<file path="src/rtl/bus_read_buffer.sv">
// bus_read_buffer
//   Per-PE receive stage on the shared PE data bus. A word granted by the
//   arbiter (rd_from_bus) arrives one cycle later on data_bus/addr_bus. It is
//   sorted into the FIFO of its source PE (addr_bus). The owning PE pops words
//   by source id.
//
// Ports
//   clk             clock
//   rst             synchronous reset, active-high
//   rd_from_bus     arbiter grant; bus word for this PE follows next cycle
//   data_bus        bus data, valid one cycle after rd_from_bus
//   addr_bus        source PE id, valid with data_bus
//   pop             pop request for FIFO pop_src
//   pop_src         source FIFO selected for pop
//   pop_data        popped word (registered, holds when pop_valid=0)
//   pop_valid       one-cycle pulse qualifying pop_data
//   empty           per-source FIFO empty
//   rd_buffer_full  per-source almost-full, to the arbiter
//   err             sticky dropped-write flag (overflow or bad source id)
module bus_read_buffer #(
  parameter int unsigned NUM_PE       = 8,
  parameter int unsigned DATA_LEN     = 16,
  parameter int unsigned BUS_ADDR_LEN = 3,
  parameter int unsigned FIFO_DEPTH   = 4,
  parameter int unsigned SKID         = 2
) (
  input  logic                    clk,
  input  logic                    rst,
  input  logic                    rd_from_bus,
  input  logic [DATA_LEN-1:0]     data_bus,
  input  logic [BUS_ADDR_LEN-1:0] addr_bus,
  input  logic                    pop,
  input  logic [BUS_ADDR_LEN-1:0] pop_src,
  output logic [DATA_LEN-1:0]     pop_data,
  output logic                    pop_valid,
  output logic [NUM_PE-1:0]       empty,
  output logic [NUM_PE-1:0]       rd_buffer_full,
  output logic                    err
);

  localparam int unsigned PTR_W  = $clog2(FIFO_DEPTH);
  localparam int unsigned CNT_W  = $clog2(FIFO_DEPTH + 1);
  localparam int unsigned FULL_T = FIFO_DEPTH - SKID;

  logic [DATA_LEN-1:0] mem    [NUM_PE][FIFO_DEPTH];
  logic [PTR_W-1:0]    wr_ptr [NUM_PE];
  logic [PTR_W-1:0]    rd_ptr [NUM_PE];
  logic [CNT_W-1:0]    count  [NUM_PE];

  logic                wr_pend;
  logic [NUM_PE-1:0]   wr_hit;
  logic [NUM_PE-1:0]   pop_hit;
  logic                wr_drop;
  logic [DATA_LEN-1:0] pop_word;

  // Per-FIFO decode; a source id outside 0..NUM_PE-1 hits no FIFO, so no
  // array is ever indexed out of range.
  always_comb begin
    wr_hit   = '0;
    pop_hit  = '0;
    pop_word = '0;
    for (int s = 0; s < NUM_PE; s++) begin
      wr_hit[s]  = wr_pend && (32'(addr_bus) == s) &&
                   (count[s] != CNT_W'(FIFO_DEPTH));
      // Pop qualified on the registered count only: no same-cycle bypass.
      pop_hit[s] = pop && (32'(pop_src) == s) && (count[s] != '0);
      if (pop_hit[s]) begin
        pop_word = mem[s][rd_ptr[s]];
      end
    end
    wr_drop = wr_pend && (wr_hit == '0);
  end

  // Status flags from registered counts.
  always_comb begin
    empty          = '0;
    rd_buffer_full = '0;
    for (int s = 0; s < NUM_PE; s++) begin
      empty[s]          = (count[s] == '0);
      rd_buffer_full[s] = (32'(count[s]) >= FULL_T);
    end
  end

  // Word storage; contents need no reset, pointers and counts gate access.
  always_ff @(posedge clk) begin
    if (!rst) begin
      for (int s = 0; s < NUM_PE; s++) begin
        if (wr_hit[s]) begin
          mem[s][wr_ptr[s]] <= data_bus;
        end
      end
    end
  end

  // Capture pipeline, pointers, counts, pop output and sticky error.
  always_ff @(posedge clk) begin
    if (rst) begin
      wr_pend   <= 1'b0;
      pop_valid <= 1'b0;
      pop_data  <= '0;
      err       <= 1'b0;
      for (int s = 0; s < NUM_PE; s++) begin
        wr_ptr[s] <= '0;
        rd_ptr[s] <= '0;
        count[s]  <= '0;
      end
    end else begin
      wr_pend   <= rd_from_bus;
      pop_valid <= (pop_hit != '0);
      if (pop_hit != '0) begin
        pop_data <= pop_word;
      end
      if (wr_drop) begin
        err <= 1'b1;
      end
      for (int s = 0; s < NUM_PE; s++) begin
        // Power-of-2 depth: pointers wrap naturally.
        if (wr_hit[s]) begin
          wr_ptr[s] <= wr_ptr[s] + PTR_W'(1);
        end
        if (pop_hit[s]) begin
          rd_ptr[s] <= rd_ptr[s] + PTR_W'(1);
        end
        case ({wr_hit[s], pop_hit[s]})
          2'b10:   count[s] <= count[s] + CNT_W'(1);
          2'b01:   count[s] <= count[s] - CNT_W'(1);
          default: count[s] <= count[s];
        endcase
      end
    end
  end

endmodule

</file>
<file path="config.mk">
export PLATFORM = sky130hd
export DESIGN_NAME = bus_read_buffer
export DESIGN_NICKNAME = d
export VERILOG_FILES = /design/src/rtl/bus_read_buffer.sv
export SDC_FILE = /design/constraint.sdc
export NUM_CORES = 1
export LEC_CHECK = 0
export CAP_MARGIN = 10
export CORE_ASPECT_RATIO = 0.75
export CORE_MARGIN = 2
export CORE_UTILIZATION = 50
export DETAILED_ROUTE_END_ITERATION = 8
export PLACE_DENSITY_LB_ADDON = 0.15
export SLEW_MARGIN = 5
export SYNTH_ARGS = -nofsm -noshare
export SYNTH_HDL_FRONTEND = slang
export SYNTH_SLANG_ARGS = --single-unit
</file>
<file path="constraint.sdc">
create_clock -name clk -period 3.9 [get_ports clk]
set_clock_uncertainty 0.15 [all_clocks]
set_input_delay 0.585 -clock clk [delete_from_list [all_inputs] [get_ports clk]]
set_output_delay 0.585 -clock clk [all_outputs]
set_load 0.005 [all_outputs]
</file>
==> metrics.csv <==
stage,metric,value,unit
layout,Nets,1595,
synthesis,#FFs+latches synth,587,
power,Pleak,9.24,nW
synthesis,post-synthesis adder-cell area fraction,3.23,%
worst_setup_path,worst path cell trace,"clkdlybuf4s50_1, buf_4, o31ai_1, nor3_1, buf_4, ha_1, nand2b_1, fa_1, xor2_1, nor3_1, a21oi_1, nor2_1",
placed_design,hpwl dp,40500,um
worst_setup_path,crit path DAT,3.26,ns
timing,fin crit share,79.3,%
detailed_routing,drt wl/cell,27.9,um
die,die area,0.0508,mm^2
layout,"leading cell type in the layout, fill and taps excluded",edfxtp_1,
timing,FMAX,323,MHz
synthesis,share of flip-flops with an asynchronous set or reset,0,%
detailed_routing,ANT nets after route,0,
layout,fillcell total,3649,
timing,Fin. Hold Viols,0,
synthesis,dominant synthesized flop cell,edfxtp_1,
worst_setup_path,crit end category,flip-flop,
synthesis,post-synthesis cell count,1383,
flow_run,Max-Cap Viols,0,
timing,RSZ-0062 raised after global routing,false,
synthesis,syn_nets,1468,
hold_path,hold_sp,pop_data[2],
worst_setup_path,Bufs and invs on worst path,3,
timing,Least-Margin Pin Slew,0.909,ns
die,Site Rows,70,
cts,CTS root buf,clkbuf_16,
cts,# hold bufs at CTS,0,
timing,hold_ws,0.374,ns
layout,area grow syn2layout,13.9,%
synthesis,Ys Warns,0,
synthesis,Avg Inst Size Synth,17.7,um^2
layout,fraction of final layout cells sized beyond drive strength 1,20.2,%
synthesis,Synth Area in XOR/XNOR,0.679,%
synthesis,largest family of logic cells by synthesized area,multiplexers,
timing,final setup fails,0,
cts,clock tree buffer depth,3,
cts,postcts setup bufs,0,
placed_design,GPL Wtd Cong,1.02,
global_route,first-pass GRT wire length,89300,um
detailed_routing,DRC viols,0,
worst_setup_path,worst r2r src,count[1][3],
detailed_routing,drt total wl,61400,um
detailed_routing,Pre-Repair DR Iteration Count,7,
detailed_routing,DR iter-0 viols,1738,
synthesis,sequential area share after synthesis,71.1,%
global_route,initial antenna violation count,1,
timing,max_slew headroom,39.4,%
worst_setup_path,Top delay family on crit path,buffers and inverters,
cts,Sinks on Clock Net,587,
worst_setup_path,critical path launch point,pop_src[0],
synthesis,Synth Area in Compound Gates,3.95,%
synthesis,Simple-Gate Fraction of Synth Area,6.82,%
global_route,number of global-route vias before repair,12800,
timing,Final min period,3.09,ns
cts,H-tree depth,2,
worst_setup_path,critical path required time,4.07,ns
synthesis,Post-synth EDFFs,568,
cts,Clock Pin Slew Worst Setup and Hold Paths,0.07,ns
placed_design,Port Buffers,59,
cts,later-pin clock latency in the skew report,0.59,ns
die,Die Y,196,um
outcome,outcome,"complete, no violations",
global_route,GRT overflow,0,
cts,CTS tree,done,
timing,Fin Setup TNS,0,ns
worst_setup_path,CP Launch Type,input port,
detailed_routing,total number of vias,13400,
global_route,largest net degree at the start of global routing,77,
layout,most frequent cells in the layout,"edfxtp_1, mux4_2, buf_4",
worst_setup_path,Critical Path Slowest Stage Cell,clkdlybuf4s50_1,
detailed_routing,Via density,6.07,
power,maximum vdd drop,0.000364,V
synthesis,Synth cell types,58,
power,PD cells,462,mW/mm^2
die,Initial Utilization,50.4,%
cts,total CTS buffers,55,
hold_path,worst min path class,reg2reg,
die,Die Wd,260,um
global_route,Total Routing Usage GR,24.5,%
die,Core Box Area,0.0486,mm^2
synthesis,Post-Syn Area,0.0245,mm^2
worst_setup_path,Critical Path Fanout Max,10,
die,I/O Pins,60,
worst_setup_path,WS Path Type,in2reg,
cts,post-CTS resize count,0,
synthesis,post-synthesis mux area share,11.8,%
timing,Pins Over Slew Limit,0,
worst_setup_path,max incr delay on CP,0.74,ns
[sequential cells by signal, indices dropped and copies added, names as in the netlist]
signal and cells:
count 24, err 1, pop_data 16, wr_ptr 16
mem 512, wr_pend 1, pop_valid 1, rd_ptr 16
[layer usage]
metal	wire, um	track usage, %	up-vias
met3	5030	3.97	66
li1	-	-	5765
met1	27900	39.1	6939
met5	0	0	-
met4	1020	5.04	0
met2	27400	35.9	593
[per-stage QoR]
step	power, mW	area, um^2	worst slack, ns	cells	util, %
final	12.9	27900	0.808	2201	57.4
after detailed placement	8.07	26300	0.226	2101	54.1
after global routing	13.3	27900	0.626	2200	57.4
after global placement	8.06	26300	0.246	2101	54.1
after CTS	13.0	27900	0.851	2200	57.4
after floorplan	7.64	24500	0.711	1383	-
[tightest hold or removal path: cells and delay by family, from the launching register on]
family           cells  cell delay, ns
AO/OA/AOI/OAI        1            0.07
AND/OR/NAND/NOR      1            0.07
flip-flops           1            0.33
[area by class of cell]
type	instances	area, um^2	share of cell area [%]
Multi-Input combinational cell	657	6510	23.3
Clock inverter	28	150	0.538
Timing Repair Buffer	156	1330	4.76
Antenna cell	1	2.50	0.00896
Sequential cell	587	17400	62.5
Tap cell	648	811	2.90
Clock buffer	71	1480	5.30
Inverter	53	199	0.713
[power breakdown]
| group | total (mW) | switching, mW | internal [mW] | leakage (nW) |
|---|---|---|---|---|
| clock network | 4.95 | 2.23 | 2.72 | 0.794 |
| registers | 7.09 | 0.107 | 6.98 | 5.33 |
| logic | 0.857 | 0.503 | 0.355 | 3.12 |
[cell families (layout without fill, tap and decap cells)]
kind of cell	after synthesis	in the layout
multiplexers	129	129
buffers and inverters	139	308
other	0	1
AND/OR/NAND/NOR	312	312
AO/OA/AOI/OAI	138	138
adder cells (fa/ha/maj)	59	59
flip-flops	587	587
XOR/XNOR	19	19
[path summary, 6_finish.rpt]
path                       end  slack (ns)  cells past startpoint
setup reg to reg   count[1][5]        1.02                      9
hold reg to reg    pop_data[2]        0.37                      2
hold / removal     pop_data[2]        0.37                      2
setup / recovery  count[0][11]        0.81                     12
[synthesized netlist by cell type, types with 10 or more instances]
master	count	area, um^2
nor4_1	14	87.6
dfxtp_1	19	380
a221oi_1	12	105
nor2_1	49	184
xnor2_1	12	105
nand3_1	84	420
edfxtp_1	568	17100
clkbuf_1	52	195
mux4_2	128	2880
nand2_1	10	37.5
ha_1	52	651
a21o_1	13	97.6
a21oi_1	19	95.1
a211oi_1	13	97.6
nor3_1	60	300
buf_2	23	115
a31oi_1	27	169
nand2b_1	25	156
o21ai_0	15	75.1
inv_1	52	195
and2_1	40	250
Note: power is estimated with default switching activity, not from simulation.
